### src/rtl/calc_pkg.sv
`default_nettype none
// +----------------------------------------------------------------------+
// | calc_pkg                                                             |
// | Shared calculator opcodes and division sequencer state encoding.     |
// | Revision: 1.0                                                        |
// +----------------------------------------------------------------------+
package calc_pkg;

   localparam logic [2:0] OP_ADD = 3'b000;
   localparam logic [2:0] OP_SUB = 3'b001;
   localparam logic [2:0] OP_MUL = 3'b010;
   localparam logic [2:0] OP_DIV = 3'b011;
   localparam logic [2:0] OP_AND = 3'b100;
   localparam logic [2:0] OP_OR  = 3'b101;
   localparam logic [2:0] OP_XOR = 3'b110;
   localparam logic [2:0] OP_NOT = 3'b111;

   typedef enum logic [1:0] {
      IDLE = 2'd0,
      RUN  = 2'd1,
      DONE = 2'd2
   } state_t;

endpackage : calc_pkg
`default_nettype wire

### src/rtl/div_step.sv
`default_nettype none
// +----------------------------------------------------------------------+
// | div_step                                                             |
// | One combinational restoring-division step (one quotient bit).        |
// | Revision: 1.0                                                        |
// +----------------------------------------------------------------------+
module div_step #(
   parameter int WIDTH = 8
) (
   input  logic [WIDTH-1:0] r,
   input  logic             q_msb,
   input  logic [WIDTH-1:0] divisor,
   output logic [WIDTH-1:0] r_next,
   output logic             q_bit
);

   logic [WIDTH:0]   w_shift;
   logic [WIDTH-1:0] w_diff;

   // The shifted remainder may carry into bit WIDTH, so compare at WIDTH+1 bits;
   // when it does, the true difference is below divisor and fits in WIDTH bits.
   assign w_shift = {r, q_msb};
   assign w_diff  = w_shift[WIDTH-1:0] - divisor;
   assign q_bit   = (w_shift >= {1'b0, divisor});
   assign r_next  = q_bit ? w_diff : w_shift[WIDTH-1:0];

endmodule : div_step
`default_nettype wire

### src/rtl/div_seq_ctrl.sv
`default_nettype none
// +----------------------------------------------------------------------+
// | div_seq_ctrl                                                         |
// | Multi-cycle restoring divider sequencer with divide-by-zero flag.    |
// | Revision: 1.0                                                        |
// +----------------------------------------------------------------------+
module div_seq_ctrl
   import calc_pkg::*;
#(
   parameter int WIDTH = 8,
   parameter int CNT_W = $clog2(WIDTH + 1)
) (
   input  logic             clk,
   input  logic             rst,
   input  logic             start,
   input  logic [2:0]       sel,
   input  logic [WIDTH-1:0] dividend,
   input  logic [WIDTH-1:0] divisor,
   output logic             busy,
   output logic             done,
   output logic [WIDTH-1:0] quotient,
   output logic [WIDTH-1:0] remainder,
   output logic             erro
);

   localparam logic [CNT_W-1:0] c_last_step = CNT_W'(WIDTH - 1);

   state_t           r_state;
   state_t           w_state_next;
   logic [CNT_W-1:0] r_cnt;
   logic [WIDTH-1:0] r_rem;
   logic [WIDTH-1:0] r_q;
   logic [WIDTH-1:0] r_div;
   logic [WIDTH-1:0] r_quotient;
   logic [WIDTH-1:0] r_remainder;
   logic             r_erro;

   logic             w_accept;
   logic             w_div_zero;
   logic             w_last;
   logic [WIDTH-1:0] w_r_next;
   logic             w_q_bit;

   assign w_accept   = (r_state == IDLE) && start && (sel == OP_DIV);
   assign w_div_zero = (divisor == '0);
   assign w_last     = (r_cnt == c_last_step);

   div_step #(
      .WIDTH   (WIDTH)
   ) u_div_step (
      .r       (r_rem),
      .q_msb   (r_q[WIDTH-1]),
      .divisor (r_div),
      .r_next  (w_r_next),
      .q_bit   (w_q_bit)
   );

   always_ff @(posedge clk) begin
      if (rst) begin
         r_state <= IDLE;
      end else begin
         r_state <= w_state_next;
      end
   end

   always_comb begin
      w_state_next = r_state;
      busy         = 1'b0;
      done         = 1'b0;
      case (r_state)
         IDLE: begin
            if (w_accept) begin
               w_state_next = w_div_zero ? DONE : RUN;
            end
         end
         RUN: begin
            busy = 1'b1;
            if (w_last) begin
               w_state_next = DONE;
            end
         end
         DONE: begin
            busy         = 1'b1;
            done         = 1'b1;
            w_state_next = IDLE;
         end
         default: begin
            w_state_next = IDLE;
         end
      endcase
   end

   // r_q doubles as dividend shifter (MSB feeds the step) and quotient collector.
   always_ff @(posedge clk) begin
      if (rst) begin
         r_cnt       <= '0;
         r_rem       <= '0;
         r_q         <= '0;
         r_div       <= '0;
         r_quotient  <= '0;
         r_remainder <= '0;
         r_erro      <= 1'b0;
      end else begin
         case (r_state)
            IDLE: begin
               if (w_accept) begin
                  if (w_div_zero) begin
                     r_erro      <= 1'b1;
                     r_quotient  <= '0;
                     r_remainder <= '0;
                  end else begin
                     r_erro <= 1'b0;
                     r_q    <= dividend;
                     r_div  <= divisor;
                     r_rem  <= '0;
                     r_cnt  <= '0;
                  end
               end
            end
            RUN: begin
               r_rem <= w_r_next;
               r_q   <= {r_q[WIDTH-2:0], w_q_bit};
               r_cnt <= r_cnt + 1'b1;
               if (w_last) begin
                  r_quotient  <= {r_q[WIDTH-2:0], w_q_bit};
                  r_remainder <= w_r_next;
               end
            end
            default: begin
            end
         endcase
      end
   end

   assign quotient  = r_quotient;
   assign remainder = r_remainder;
   assign erro      = r_erro;

endmodule : div_seq_ctrl
`default_nettype wire

### config.mk
export PLATFORM = sky130hd
export DESIGN_NAME = div_seq_ctrl
export DESIGN_NICKNAME = d
export VERILOG_FILES = /design/src/rtl/calc_pkg.sv /design/src/rtl/div_step.sv /design/src/rtl/div_seq_ctrl.sv
export SDC_FILE = /design/constraint.sdc
export NUM_CORES = 1
export LEC_CHECK = 0
export ABC_AREA = 1
export ABC_CLOCK_PERIOD_IN_PS = 3500
export CORE_MARGIN = 1
export CORE_UTILIZATION = 45
export CTS_CLUSTER_DIAMETER = 80
export DETAILED_ROUTE_END_ITERATION = 12
export MAX_ROUTING_LAYER = met4
export PLACE_DENSITY = 0.68
export SYNTH_ARGS = -nofsm -noshare
export SYNTH_HDL_FRONTEND = slang
export SYNTH_HIERARCHICAL = 1
export SYNTH_SLANG_ARGS = --single-unit
### constraint.sdc
create_clock -name clk -period 3.5 [get_ports clk]
set_clock_uncertainty 0.05 [all_clocks]
set_input_delay 0.525 -clock clk [delete_from_list [all_inputs] [get_ports clk]]
set_output_delay 0.525 -clock clk [all_outputs]
set_load 0.02 [all_outputs]
==> flow_summary.ini <==
[global_route]
grt_start_max_net_pins = 29
antenna_found_initial = 0
grt.overflow.total = 0
grt_first_pass_wirelength_microns = 11100
first_global_vias = 2366
global_route.usage.total_pct = 22.3

[clock_network]
h-tree-depth = 2
clk_path_buf_depth = 2
holdBufCountCts = 0
tritoncts = yes
cts_resized = 0
cts_root_buffer = sky130_fd_sc_hd__clkbuf_8
cts.repair_timing.setup_buffer_count = 0
worst_skew_pair.late_latency_ns = 0.31
cts_buffers = 5
clk_pin_slew_ns = 0.09
clock-sinks = 47

[critical_path]
cp-end-kind = flip-flop
worst-r2r-setup-slack_ns = 1.16
crit_buf_inv = 3
worst_path_dominant_cell_family = buffers and inverters
beginning_of_the_worst_register_to_register_path = r_state[0]
ordered_cell_list_for_the_critical_path = clkdlybuf4s50_1 > nand2_1 > o21ai_1 > buf_4 > nand2_1 > inv_1 > nand4_1 > nand2_1 > nor2_1
criticalPathCategory = in2reg
timing.critical_path.from_type = primary input
timing.reg2reg.worst_path_depth = 9
worst_stage_delay_on_the_critical_path_ns = 0.51
data_required_time_at_the_worst_endpoint_ns = 3.65
crit_path_max_fanout = 20
r2r-end = remainder[5]
crit_path_top_delay_cell = sky130_fd_sc_hd__clkdlybuf4s50_1
path_common_cell = sky130_fd_sc_hd__nand2_1
cp_data_arrival_time_ns = 2.55

[finish]
finish.net_count = 470
postLayoutCellArea_sq_mm = 0.00334
post_route_cells_drive_above_1_share_pct = 12.6
stdcell_count = 511
n_antenna_cell = 0
area.growth.synth_to_final_pct = 17.5

[timing]
timing.final.crit_share_pct = 68.6
final_max_slew_viol_count = 0
hold_violations = 0
timing_worst_slew_pin_value_ns = 0.782
slew-limit-headroom_pct = 47.5
fin_crit_ns = 2.40
setup_violations = 0
finalSetupTns_ns = 0
rsz0062_at_grt = no
timing.fmax_mhz = 417

[synth]
synth.cell_area_sq_mm = 0.00284
post_synth_net_total = 440
number_of_flip_flops_and_latches_in_the_synthesized_netlist = 47
edff_count_synth = 0
area_share_of_the_largest_cell_type_after_synthesis_pct = 33.1
yosys.cell_count.top_type = sky130_fd_sc_hd__nand2_1
synth_top_cell_by_area = sky130_fd_sc_hd__dfxtp_1
dominantRegCellSynth = sky130_fd_sc_hd__dfxtp_1
syn-instance-count = 405
yosys-top-cells-area = sky130_fd_sc_hd__dfxtp_1, sky130_fd_sc_hd__nand2_1, sky130_fd_sc_hd__nand4_1
synthesis.area_per_instance_sq_um = 7.01
post_synth_most_frequent_cells = sky130_fd_sc_hd__nand2_1, sky130_fd_sc_hd__nor2_1, sky130_fd_sc_hd__dfxtp_1
synthesis.yosys.warnings = 6
synthDistinctLibCells = 32
proportion_of_synthesized_flip_flops_having_asynchronous_set_or_reset_pct = 0
synth_sequential_area_ratio_pct = 33.1

[run]
maxCapViolations = 0

[floorplanning]
die_area_sq_mm = 0.00663
floorplan.die.height_microns = 81.4
io_pins = 41
die_w_microns = 81.4
rows = 28
initial_cell_density_of_the_core_pct = 47.4
placeableCoreArea_sq_mm = 0.00599

[worst_hold_path]
whs_path_depth = 2
worst_hold_startpoint = r_q[3]
hold_path_class = reg2reg
hold_path_end = r_q[3]

[power]
leakagePower_uw = 0.00142
p_per_area_mw_per_mm2 = 783
power.ir.vdd_worst_mv = 0.521
post-layout-total-power_uw = 2610

[place]
placed_cells_incl_taps = 503
placement.io_buffers = 40
hpwl_detailed_microns = 4670
placed_cell_area_sq_mm = 0.00324
gp_congestion = 0.823

[outcome]
outcome = finished clean

[drt]
route.detailed.vias_per_inst = 5.17
drt_wl_total_microns = 6540
route.detailed.drc = 0
total_vias_in_the_final_route = 2641
antenna_violating_nets_post_route = 0
dr.first_iter.drc_count = 205
drt-pass1-iter-count = 4
routed_wire_per_std_cell_microns = 12.8
## how the worst max path moves through the flow
stage                     depth (start not counted)      endpoint   start  slack (ns)
final                                             9  remainder[5]  sel[1]        1.10
after global routing                              9  remainder[7]  sel[1]        0.95
after CTS                                         9  remainder[5]  sel[1]        1.11
after detailed placement                          9  remainder[5]  sel[1]        0.80
after global placement                            9  remainder[5]  sel[1]        0.80
after floorplan                                  13  remainder[4]  r_q[7]        1.70
## cell type report
| type | instances | area, sq um |
|---|---|---|
| clock buffers | 6 | 82.6 |
| clock inverters | 2 | 16.3 |
| fillers | 597 | 2660 |
| inverters | 32 | 120 |
| multi-input cells | 306 | 1660 |
| flip-flops and latches | 47 | 941 |
| well taps | 75 | 93.8 |
| repair buffers | 43 | 423 |
## cells in the final DEF (no fill, tap or decap)
| master | n |
|---|---|
| sky130_fd_sc_hd__nor2_2 | 14 |
| sky130_fd_sc_hd__fa_1 | 1 |
| sky130_fd_sc_hd__or2_2 | 1 |
| sky130_fd_sc_hd__nand2_4 | 3 |
| sky130_fd_sc_hd__ha_1 | 12 |
| sky130_fd_sc_hd__nand4_1 | 35 |
| sky130_fd_sc_hd__clkdlybuf4s50_1 | 40 |
| sky130_fd_sc_hd__nand3_4 | 2 |
| sky130_fd_sc_hd__clkinv_4 | 1 |
| sky130_fd_sc_hd__nand2_2 | 13 |
| sky130_fd_sc_hd__clkinvlp_4 | 1 |
| sky130_fd_sc_hd__clkbuf_8 | 6 |
| sky130_fd_sc_hd__nand2_1 | 106 |
| sky130_fd_sc_hd__inv_2 | 3 |
| sky130_fd_sc_hd__o21ai_4 | 1 |
| sky130_fd_sc_hd__dfxtp_1 | 47 |
| sky130_fd_sc_hd__a31oi_1 | 1 |
| sky130_fd_sc_hd__nor2_8 | 1 |
| sky130_fd_sc_hd__nor2_1 | 52 |
| sky130_fd_sc_hd__nor3_1 | 1 |
| sky130_fd_sc_hd__inv_1 | 25 |
| sky130_fd_sc_hd__a21oi_1 | 24 |
| sky130_fd_sc_hd__nor2_4 | 3 |
| sky130_fd_sc_hd__or2_4 | 1 |
| sky130_fd_sc_hd__nor3b_1 | 1 |
| sky130_fd_sc_hd__nand3_1 | 16 |
| sky130_fd_sc_hd__xnor2_1 | 2 |
| sky130_fd_sc_hd__buf_4 | 3 |
| sky130_fd_sc_hd__o21ai_0 | 11 |
| sky130_fd_sc_hd__nand2_8 | 2 |
| sky130_fd_sc_hd__o21ai_1 | 1 |
| sky130_fd_sc_hd__xor2_1 | 2 |
| sky130_fd_sc_hd__clkinv_1 | 4 |
## power by group
part	leakage [uW]	switching, uW	internal, uW
sequential	0.000382	75.5	660
clock	0.0000474	195	162
combinational	0.000991	996	523
total	0.00142	1270	1340
## logic make-up after synthesis
kind of cell / share of synthesized area (%)
and+or+nand+nor: 44.1
buffers and inverters: 8.42
DFF: 33.1
AOI/OAI and AO/OA: 7.14
adders and majority gates: 5.99
xor gates and xnor gates: 1.23
## metal layers
metal	share of wire [%]	GRT usage, %
met1	50	31.8
met2	44	32.4
met3	5.0	4.00
met5	0	-
met4	1.1	5.00
## registers in the layout (all words and copies together) (netlist names)
register / flops
erro: 1
quotient: 8
r_cnt: 4
r_div: 8
r_q: 8
r_rem: 8
r_state: 2
remainder: 8
## tightest hold or removal path, stage by stage (launching register included)
cell and delay, ns:
sky130_fd_sc_hd__dfxtp_1 0.32, sky130_fd_sc_hd__nand2_1 0.06, sky130_fd_sc_hd__a21oi_1 0.05
## per-stage QoR
step	util, %	setup WS, ns	hold WS (ns)
6_report	55.7	1.10	0.418
2_1_floorplan	-	1.70	0.389
3_3_place_gp	54.0	0.798	0.398
3_5_place_dp	54.0	0.800	0.404
4_1_cts	55.7	1.11	0.418
5_1_grt	55.7	0.954	0.450
Note: power is estimated with default switching activity, not from simulation.
